<file path="src/rtl/alignment_unit_if.sv">
// rtl/alignment_unit_if.sv - operand/result bundle for the FP adder alignment stage
interface alignment_unit_if;
  logic        enable;
  logic [7:0]  a_exponent;
  logic [23:0] a_mantissa;
  logic [7:0]  b_exponent;
  logic [23:0] b_mantissa;
  logic [23:0] mantissa_large;
  logic [23:0] mantissa_aligned;
  logic        guard;
  logic        round;
  logic        sticky;
  logic [7:0]  exponent_common;
  logic        swapped;
  logic        busy;
  logic        done;

  modport master (
    output enable, a_exponent, a_mantissa, b_exponent, b_mantissa,
    input  mantissa_large, mantissa_aligned, guard, round, sticky,
           exponent_common, swapped, busy, done
  );

  modport slave (
    input  enable, a_exponent, a_mantissa, b_exponent, b_mantissa,
    output mantissa_large, mantissa_aligned, guard, round, sticky,
           exponent_common, swapped, busy, done
  );
endinterface

</file>
<file path="src/rtl/alignment_unit.sv">
// rtl/alignment_unit.sv - pre-add operand alignment: magnitude ordering and iterative right shift
module alignment_unit #(
  parameter int MAX_SHIFT = 26
) (
  input logic              Clk,
  input logic              Reset,
  alignment_unit_if.slave  bus
);
  localparam logic [7:0] MAX_SHIFT_W = 8'(MAX_SHIFT);

  typedef enum logic [1:0] {IDLE, CMP, SHIFT, DONE} state_t;

  state_t      state, state_next;
  logic [7:0]  a_exp_q, b_exp_q;
  logic [23:0] a_man_q, b_man_q;
  logic [7:0]  count;

  logic [23:0] mantissa_large_q, mantissa_aligned_q;
  logic        guard_q, round_q, sticky_q, swapped_q;
  logic [7:0]  exponent_common_q;

  logic        a_larger;
  logic [7:0]  exp_large, exp_small, diff;
  logic [23:0] man_large, man_small;

  always_comb begin
    a_larger  = (a_exp_q > b_exp_q) || ((a_exp_q == b_exp_q) && (a_man_q >= b_man_q));
    exp_large = a_larger ? a_exp_q : b_exp_q;
    exp_small = a_larger ? b_exp_q : a_exp_q;
    man_large = a_larger ? a_man_q : b_man_q;
    man_small = a_larger ? b_man_q : a_man_q;
    diff      = exp_large - exp_small;
  end

  always_comb begin
    state_next = state;
    case (state)
      IDLE:    if (bus.enable) state_next = CMP;
      CMP:     state_next = ((diff == 8'd0) || (diff > MAX_SHIFT_W)) ? DONE : SHIFT;
      SHIFT:   if (count == 8'd1) state_next = DONE;
      DONE:    state_next = IDLE;
      default: state_next = IDLE;
    endcase
  end

  always_ff @(posedge Clk) begin
    if (Reset) begin
      state              <= IDLE;
      a_exp_q            <= '0;
      b_exp_q            <= '0;
      a_man_q            <= '0;
      b_man_q            <= '0;
      count              <= '0;
      mantissa_large_q   <= '0;
      mantissa_aligned_q <= '0;
      guard_q            <= 1'b0;
      round_q            <= 1'b0;
      sticky_q           <= 1'b0;
      swapped_q          <= 1'b0;
      exponent_common_q  <= '0;
    end else begin
      state <= state_next;
      case (state)
        IDLE: begin
          if (bus.enable) begin
            a_exp_q <= bus.a_exponent;
            a_man_q <= bus.a_mantissa;
            b_exp_q <= bus.b_exponent;
            b_man_q <= bus.b_mantissa;
          end
        end
        CMP: begin
          mantissa_large_q  <= man_large;
          exponent_common_q <= exp_large;
          swapped_q         <= ~a_larger;
          guard_q           <= 1'b0;
          round_q           <= 1'b0;
          count             <= diff;
          // Beyond MAX_SHIFT every mantissa bit lands past round, so collapse into sticky.
          if (diff > MAX_SHIFT_W) begin
            mantissa_aligned_q <= '0;
            sticky_q           <= |man_small;
          end else begin
            mantissa_aligned_q <= man_small;
            sticky_q           <= 1'b0;
          end
        end
        SHIFT: begin
          {mantissa_aligned_q, guard_q, round_q} <= {1'b0, mantissa_aligned_q, guard_q};
          sticky_q <= sticky_q | round_q;
          count    <= count - 8'd1;
        end
        default: ;
      endcase
    end
  end

  assign bus.mantissa_large   = mantissa_large_q;
  assign bus.mantissa_aligned = mantissa_aligned_q;
  assign bus.guard            = guard_q;
  assign bus.round            = round_q;
  assign bus.sticky           = sticky_q;
  assign bus.exponent_common  = exponent_common_q;
  assign bus.swapped          = swapped_q;
  assign bus.busy             = (state == CMP) || (state == SHIFT);
  assign bus.done             = (state == DONE);
endmodule

</file>
<file path="src/flat_wrapper.sv">
// flat-port wrapper written by rule: the top's interface ports become plain ports
module alignment_unit_flat 
#(
  parameter int MAX_SHIFT = 26
)
  (Clk, Reset, bus_enable, bus_a_exponent, bus_a_mantissa, bus_b_exponent, bus_b_mantissa, bus_mantissa_large, bus_mantissa_aligned, bus_guard, bus_round, bus_sticky, bus_exponent_common, bus_swapped, bus_busy, bus_done);
  alignment_unit_if bus_i ();
  input logic Clk;
  input logic Reset;
  input wire logic [$bits(bus_i.enable)-1:0] bus_enable;
  input wire logic [$bits(bus_i.a_exponent)-1:0] bus_a_exponent;
  input wire logic [$bits(bus_i.a_mantissa)-1:0] bus_a_mantissa;
  input wire logic [$bits(bus_i.b_exponent)-1:0] bus_b_exponent;
  input wire logic [$bits(bus_i.b_mantissa)-1:0] bus_b_mantissa;
  output wire logic [$bits(bus_i.mantissa_large)-1:0] bus_mantissa_large;
  output wire logic [$bits(bus_i.mantissa_aligned)-1:0] bus_mantissa_aligned;
  output wire logic [$bits(bus_i.guard)-1:0] bus_guard;
  output wire logic [$bits(bus_i.round)-1:0] bus_round;
  output wire logic [$bits(bus_i.sticky)-1:0] bus_sticky;
  output wire logic [$bits(bus_i.exponent_common)-1:0] bus_exponent_common;
  output wire logic [$bits(bus_i.swapped)-1:0] bus_swapped;
  output wire logic [$bits(bus_i.busy)-1:0] bus_busy;
  output wire logic [$bits(bus_i.done)-1:0] bus_done;
  assign bus_i.enable = bus_enable;
  assign bus_i.a_exponent = bus_a_exponent;
  assign bus_i.a_mantissa = bus_a_mantissa;
  assign bus_i.b_exponent = bus_b_exponent;
  assign bus_i.b_mantissa = bus_b_mantissa;
  assign bus_mantissa_large = bus_i.mantissa_large;
  assign bus_mantissa_aligned = bus_i.mantissa_aligned;
  assign bus_guard = bus_i.guard;
  assign bus_round = bus_i.round;
  assign bus_sticky = bus_i.sticky;
  assign bus_exponent_common = bus_i.exponent_common;
  assign bus_swapped = bus_i.swapped;
  assign bus_busy = bus_i.busy;
  assign bus_done = bus_i.done;
  alignment_unit #(.MAX_SHIFT(MAX_SHIFT)) u_core (.Clk(Clk), .Reset(Reset), .bus(bus_i));
endmodule
</file>
<file path="config.mk">
export PLATFORM = sky130hd
export DESIGN_NAME = alignment_unit_flat
export DESIGN_NICKNAME = d
export VERILOG_FILES = /design/src/rtl/alignment_unit_if.sv /design/src/rtl/alignment_unit.sv /design/src/flat_wrapper.sv
export SDC_FILE = /design/constraint.sdc
export NUM_CORES = 1
export LEC_CHECK = 0
export ABC_AREA = 1
export BUFFER_PORTS_ARGS = -buffer_cell sky130_fd_sc_hd__buf_2
export CORE_MARGIN = 1
export CORE_UTILIZATION = 45
export CTS_BUF_LIST = sky130_fd_sc_hd__clkbuf_4
export CTS_CLUSTER_DIAMETER = 50
export DETAILED_ROUTE_END_ITERATION = 8
export PLACE_DENSITY = 0.76
export SYNTH_ARGS = -nofsm -noshare
export SYNTH_HDL_FRONTEND = slang
export SYNTH_SLANG_ARGS = --single-unit
</file>
<file path="constraint.sdc">
create_clock -name Clk -period 3.39 [get_ports Clk]
set_input_delay 0.678 -clock Clk [delete_from_list [all_inputs] [get_ports Clk]]
set_output_delay 0.678 -clock Clk [all_outputs]
set_load 0.05 [all_outputs]
</file>
* Word level (Yosys, flattened, before mapping)
Cells that the tools add are included.
Storage, ports and cells: register bits 134, output and inout bits 62, logic and storage cells 52
Cells by class: add/sub/neg operators 2, $lt $le $gt $ge 3, equality and inequality tests 7, multiplexer cells 15, bitwise operators 2, reductions and logical operators 10
Operator list (count):
- 24-bit 2-to-1 mux | 3
- 24-bit case mux with 2 select lines | 1
- 24-bit >= comparator | 1
- 24-bit OR reduction | 1
- 8-bit 2-to-1 mux | 2
- 8-bit case mux with 2 select lines | 1
- 8-bit by 1-bit equality test with 1-bit output, second input constant | 1
- 8-bit equality test | 1
- 8-bit by 5-bit > comparator with 1-bit output, second input constant | 1
- 8-bit > comparator | 1
- 8-bit zero test | 1
- 2-bit case mux with 4 select lines | 1
- 8-bit by 1-bit subtractor with 8-bit output, second input constant | 1
- 8-bit subtractor | 1
- 1-bit case mux with 2 select lines | 3
- 2-bit equality test, second input constant | 2
- 2-bit 2-to-1 mux | 2
- 2-bit AND reduction | 2
- 1-bit logical OR | 3
- 2-bit by 1-bit equality test with 1-bit output, second input constant | 1
- 2-bit zero test | 1
- 1-bit 2-to-1 mux | 2
- 2-bit by 1-bit inequality test with 1-bit output, second input constant | 1
- 2-bit inequality test, second input constant | 1
- 4 further kinds | 4

* Logic depth before layout (Yosys ltp)
depth after elaboration 9, depth in mapped cells 26

* Worst setup path before layout
OpenSTA, ideal clock, no wires.
path kind register to register, from register u_core.b_exp_q[5], to register u_core.mantissa_aligned_q[10] (netlist: u_core.bus.mantissa_aligned[10]), library setup time 67 ps, arrival 2718 ps, required time 3323 ps, slack 605 ps, stages on the path, launching flop included 25, buffers on the path 1, path through dfxtp_1 inv_1 ha_1 nand2_2 nor2_1 nand3_1 nor2_1 nand2_1 nor2_2 nand2_4 nand3_1 nand3_2 ha_1 inv_1 nand2_2 nand2_1 nand2_1 nand2_1 nand2_1 nand3_2 nand3_4 nor2_8 buf_8 nand3_2 a21oi_2
Between the ends: cells in the longest elaborated chain, start to end 8, elaborated cells between the ends (all ways) 11, classes of those cells 1 x add/sub; 2 x order compare; 1 x eq/ne; 5 x mux; 2 x reduce/logical
Ends and longest elaborated chain:
- start, declared | RTL line alignment_unit.sv:14 | logic [7:0] a_exp_q, b_exp_q;
- start signal, assigned | RTL line alignment_unit.sv:68 | b_exp_q <= bus.b_exponent;
- branches (longest 6 deep; another with 8-bit > comparator)
- 24-bit 2-to-1 mux (*) | RTL line alignment_unit.sv:80 | if (diff > MAX_SHIFT_W) begin
- 24-bit case mux with 2 select lines (*) | RTL line alignment_unit.sv:63 | case (state)
- end signal, assigned | RTL line alignment_unit.sv:84 | mantissa_aligned_q <= man_small;
- end signal, assigned | RTL line alignment_unit.sv:89 | {mantissa_aligned_q, guard_q, round_q} <= {1'b0, mantissa_aligned_q, guard_q};
- end, declared | RTL line alignment_unit.sv:18 | logic [23:0] mantissa_large_q, mantissa_aligned_q;
Every way passes the cells marked *. A chain may end at the register's enable or synchronous reset.

* Final worst setup path
from register u_core.b_man_q[17], to register u_core.mantissa_aligned_q[14] (netlist: u_core.bus.mantissa_aligned[14])
Between the ends: cells in the longest elaborated chain, start to end 8, elaborated cells between the ends (all ways) 10, classes of those cells 1 x add/sub; 2 x order compare; 5 x mux; 2 x reduce/logical
Ends and longest elaborated chain:
- start, declared | RTL line alignment_unit.sv:15 | logic [23:0] a_man_q, b_man_q;
- start signal, assigned | RTL line alignment_unit.sv:69 | b_man_q <= bus.b_mantissa;
- 24-bit >= comparator (*) | RTL line alignment_unit.sv:27 | a_larger = (a_exp_q > b_exp_q) || ((a_exp_q == b_exp_q) && (a_man_q >= b_man_q));
- 1-bit logical AND (*) | RTL line alignment_unit.sv:27
- 1-bit logical OR (*) | RTL line alignment_unit.sv:27
- 8-bit 2-to-1 mux (on tied branches) | RTL line alignment_unit.sv:28, alignment_unit.sv:29
- 8-bit subtractor | RTL line alignment_unit.sv:32 | diff = exp_large - exp_small;
- 8-bit by 5-bit > comparator with 1-bit output | RTL line alignment_unit.sv:80
- 24-bit 2-to-1 mux (*) | RTL line alignment_unit.sv:80
- 24-bit case mux with 2 select lines (*) | RTL line alignment_unit.sv:63
Every way passes the cells marked *; elsewhere a longest branch is shown, timed or not.

==> flow_summary.yaml <==
run_status:
  run_status: "complete, no violations"
finish:
  area_growth_pct: 20.2
  fill_cells: 1482
  num-nets-final: 1220
  final_core_util_pct: 55.7
  post_route_cells_drive_above_1_share_pct: 24.9
setup_path:
  critical_path.top_delay_family: "simple AND/OR/NAND/NOR gates"
  data_arrival_time_of_the_critical_path_ns: 3.66
  worstPathMaxFanout: 8
  crit_path_cell_trace: "inv_1, ha_1, nand2_1, nor2_2, nand2_1, nor2_2, nand2_2, nor2_4, nand2_2, nand2_4, nand2_8, buf_4, o21ai_1, nand3_1, nand2_2, inv_2, nand2_1, nand2_1, nand2_2, nand3_4, nor2_8, clkbuf_16, nand3_2, a21oi_2"
  critPathRequiredTime_ns: 3.88
  timing.setup.critical_path_class: "flip-flop to flip-flop"
  worst_setup_path_end_kind: "flip-flop"
  worstPathBufferInverterCount: 4
  cp_slowest_stage_delay_ns: 0.34
  cp_slowest_cell: "sky130_fd_sc_hd__dfxtp_1"
  cp-start-kind: "flip-flop"
floorplanning:
  die_height_um: 128
  row_count: 45
  floorplan.initialDensity_pct: 46.3
  die-width_um: 128
  design.die.area_mm2: 0.0163
  io_pins: 129
  core_region_area_mm2: 0.0153
yosys:
  synth_edf_count: 0
  synth_seq_cells: 134
  yosys.cell_types.count: 37
  synthDominantAreaCellType: "sky130_fd_sc_hd__dfxtp_1"
  synth_top_family_by_area: "compound AO/OA/AOI/OAI gates"
  post_synth_xor_area_fraction_pct: 0.123
  synth_top_cells_by_count: "sky130_fd_sc_hd__nand2_1 (163), sky130_fd_sc_hd__a21oi_1 (159), sky130_fd_sc_hd__o21ai_0 (149), sky130_fd_sc_hd__dfxtp_1 (134), sky130_fd_sc_hd__nor2_1 (84)"
  yosys_warnings: 0
  mappedNetlistNets: 1101
  proportion_of_netlist_area_held_by_the_largest_area_contributor_pct: 37.8
  syn-instance-count: 994
  yosysMostFrequentCell: "sky130_fd_sc_hd__nand2_1"
  async_reset_ff_share_pct: 0
  ys_seq_area_share_pct: 37.8
  synth_compound_area_share_pct: 25.4
  syn_area_mm2: 0.00710
  synthTopCellsByArea: "sky130_fd_sc_hd__dfxtp_1 (38%), sky130_fd_sc_hd__a21oi_1 (11%), sky130_fd_sc_hd__o21ai_0 (11%)"
  post_synth_and_or_nand_nor_area_fraction_pct: 21.3
  synthFlopType: "sky130_fd_sc_hd__dfxtp_1"
  synth.mux.area_fraction_pct: 0
  post_synth.cell_area_avg_um2: 7.14
  yosys.area_share.adder_pct: 7.05
grt:
  grt_usage_pct: 23.7
  grt.overflow.total: 0
  grt_antenna_before_repair: 1
  grt_pass1_wl_um: 30500
  largest_net_degree_at_the_start_of_global_routing: 56
  first_global_vias: 6151
routing:
  number_of_vias_per_cell_after_detailed_routing: 5.30
  drt_first_iter_violations: 647
  drt-pass1-iter-count: 5
  route.detailed.drc: 0
  antenna_left: 0
  routed_wirelength_um: 19700
  avgRoutedWirePerCell_um: 14.7
  detailroute.via_count: 7094
sta:
  fin_worst_skew_ns: 0.0216
  relSlewSlack_pct: 33.0
  hold_ws_ns: 0.361
  min_period_over_period_pct: 93.3
  finalSetupViolCount: 0
  final.min_clock_period_ns: 3.16
  setup_total_negative_slack_ns: 0
  final_max_slew_viol_count: 0
  worst_pin_slew_ns: 1.00
  max_clock_freq_ghz: 0.316
  fin_ws_ns: 0.227
  hold_viol_final: 0
placement:
  preCtsSetupSlack_ns: 0.181
  port-buffer-count: 128
  global_placer_s_final_weighted_congestion: 0.945
  detailed_place_hpwl_um: 13700
clock_tree:
  clock_sink_count: 134
  worst_skew_pair_later_pin_latency_ns: 0.56
  holdBufCountCts: 0
  clk_root_buffer_cell: "sky130_fd_sc_hd__clkbuf_4"
  cts_inserted_buffers: 17
  htree_num_levels: 4
  clock_path_buffers: 2
  clkSlewWorstSetupHoldPaths_ns: 0.13
  cts_tree: "done"
hold_path:
  worstHoldPathType: "primary input to flip-flop"
pwr:
  power.density_mw_per_mm2: 1210
  p_leak_nw: 3.77
  max-vdd-ir-drop_mv: 0.598
flow_run:
  cap_viol_max_count: 0
## layout by cell type, fill, tap and decap left out, types with 4 or more instances in the layout
master and instances:
sky130_fd_sc_hd__a21oi_1 159, sky130_fd_sc_hd__nand2_1 158, sky130_fd_sc_hd__o21ai_0 149, sky130_fd_sc_hd__buf_2 128, sky130_fd_sc_hd__dfxtp_1 125, sky130_fd_sc_hd__nor2_1 82
sky130_fd_sc_hd__inv_1 78, sky130_fd_sc_hd__nand3_1 30, sky130_fd_sc_hd__ha_1 30, sky130_fd_sc_hd__buf_4 25, sky130_fd_sc_hd__nand2_2 19, sky130_fd_sc_hd__nand3_2 18
sky130_fd_sc_hd__clkbuf_4 18, sky130_fd_sc_hd__a21oi_2 13, sky130_fd_sc_hd__o211ai_1 11, sky130_fd_sc_hd__inv_2 9, sky130_fd_sc_hd__ha_4 9, sky130_fd_sc_hd__dfxtp_2 9
sky130_fd_sc_hd__nand4_1 4, sky130_fd_sc_hd__clkinv_4 4
## cell type report
cell class / instances / area (um^2) / area share [%]
inverters: 89 / 334 / 3.92
diodes: 1 / 2.50 / 0.0293
clock inverters: 14 / 175 / 2.05
clock buffers: 18 / 135 / 1.58
multi-input cells: 712 / 3980 / 46.6
flip-flops and latches: 134 / 2690 / 31.6
repair buffers: 159 / 950 / 11.1
well taps: 211 / 264 / 3.09
## path summary, 6_finish.rpt
check        slack, ns                           from                               to  cells after the start
min               0.36              bus_b_exponent[0]                u_core.b_exp_q[0]                      3
max reg2reg       0.23             u_core.b_man_q[17]  u_core.bus.mantissa_aligned[14]                     24
min reg2reg       0.47  u_core.bus.mantissa_large[12]    u_core.bus.mantissa_large[12]                      2
max               0.23             u_core.b_man_q[17]  u_core.bus.mantissa_aligned[14]                     24
## registers in the layout, summed over array words and instances, names as in the netlist, 2 cells and up
name / count
u_core.a_man_q: 24
u_core.b_man_q: 24
u_core.bus.mantissa_aligned: 24
u_core.bus.mantissa_large: 24
u_core.a_exp_q: 8
u_core.b_exp_q: 8
u_core.bus.exponent_common: 8
u_core.count: 8
u_core.state: 2
## metrics by stage
step,power (mW),cell area [um^2],std cells
floorplan,7.11,7100,994
global placement,8.39,7920,1291
detailed placement,8.47,7920,1291
CTS,9.65,8230,1323
global route,11.1,8530,1338
finish,10.3,8530,1338
## per-layer routing
layer / part of all wire [%] / wire (um) / vias to the layer above / track usage (%)
met5: 0 / 0 / - / 0
met4: 1.7 / 336 / 0 / 8.72
met3: 6.6 / 1300 / 21 / 4.44
met2: 44 / 8750 / 234 / 35.2
met1: 47 / 9310 / 3271 / 33.9
li1: - / - / 3568 / -
## repair_timing
item | 4_1_cts | 5_1_grt
setup buffers | 0 | 10
resized for setup | 0 | 33
setup endpoints to repair | 0 | 27
## power breakdown
group          internal [mW]  switching (mW)
registers               2.08           0.358
clock network          0.526           0.642
logic                   2.22            4.50
## cells by family after synthesis
kind of cell | Yosys count
compound gates | 342
simple gates | 328
buf+inv | 149
flops | 134
fa+ha+maj | 40
xor+xnor | 1
## worst min-delay path, stage by stage
cell and delay [ns]:
sky130_fd_sc_hd__buf_2 0.07, sky130_fd_sc_hd__o21ai_0 0.07, sky130_fd_sc_hd__nor2_1 0.08
No activity file was read; power rests on OpenSTA's default activity.
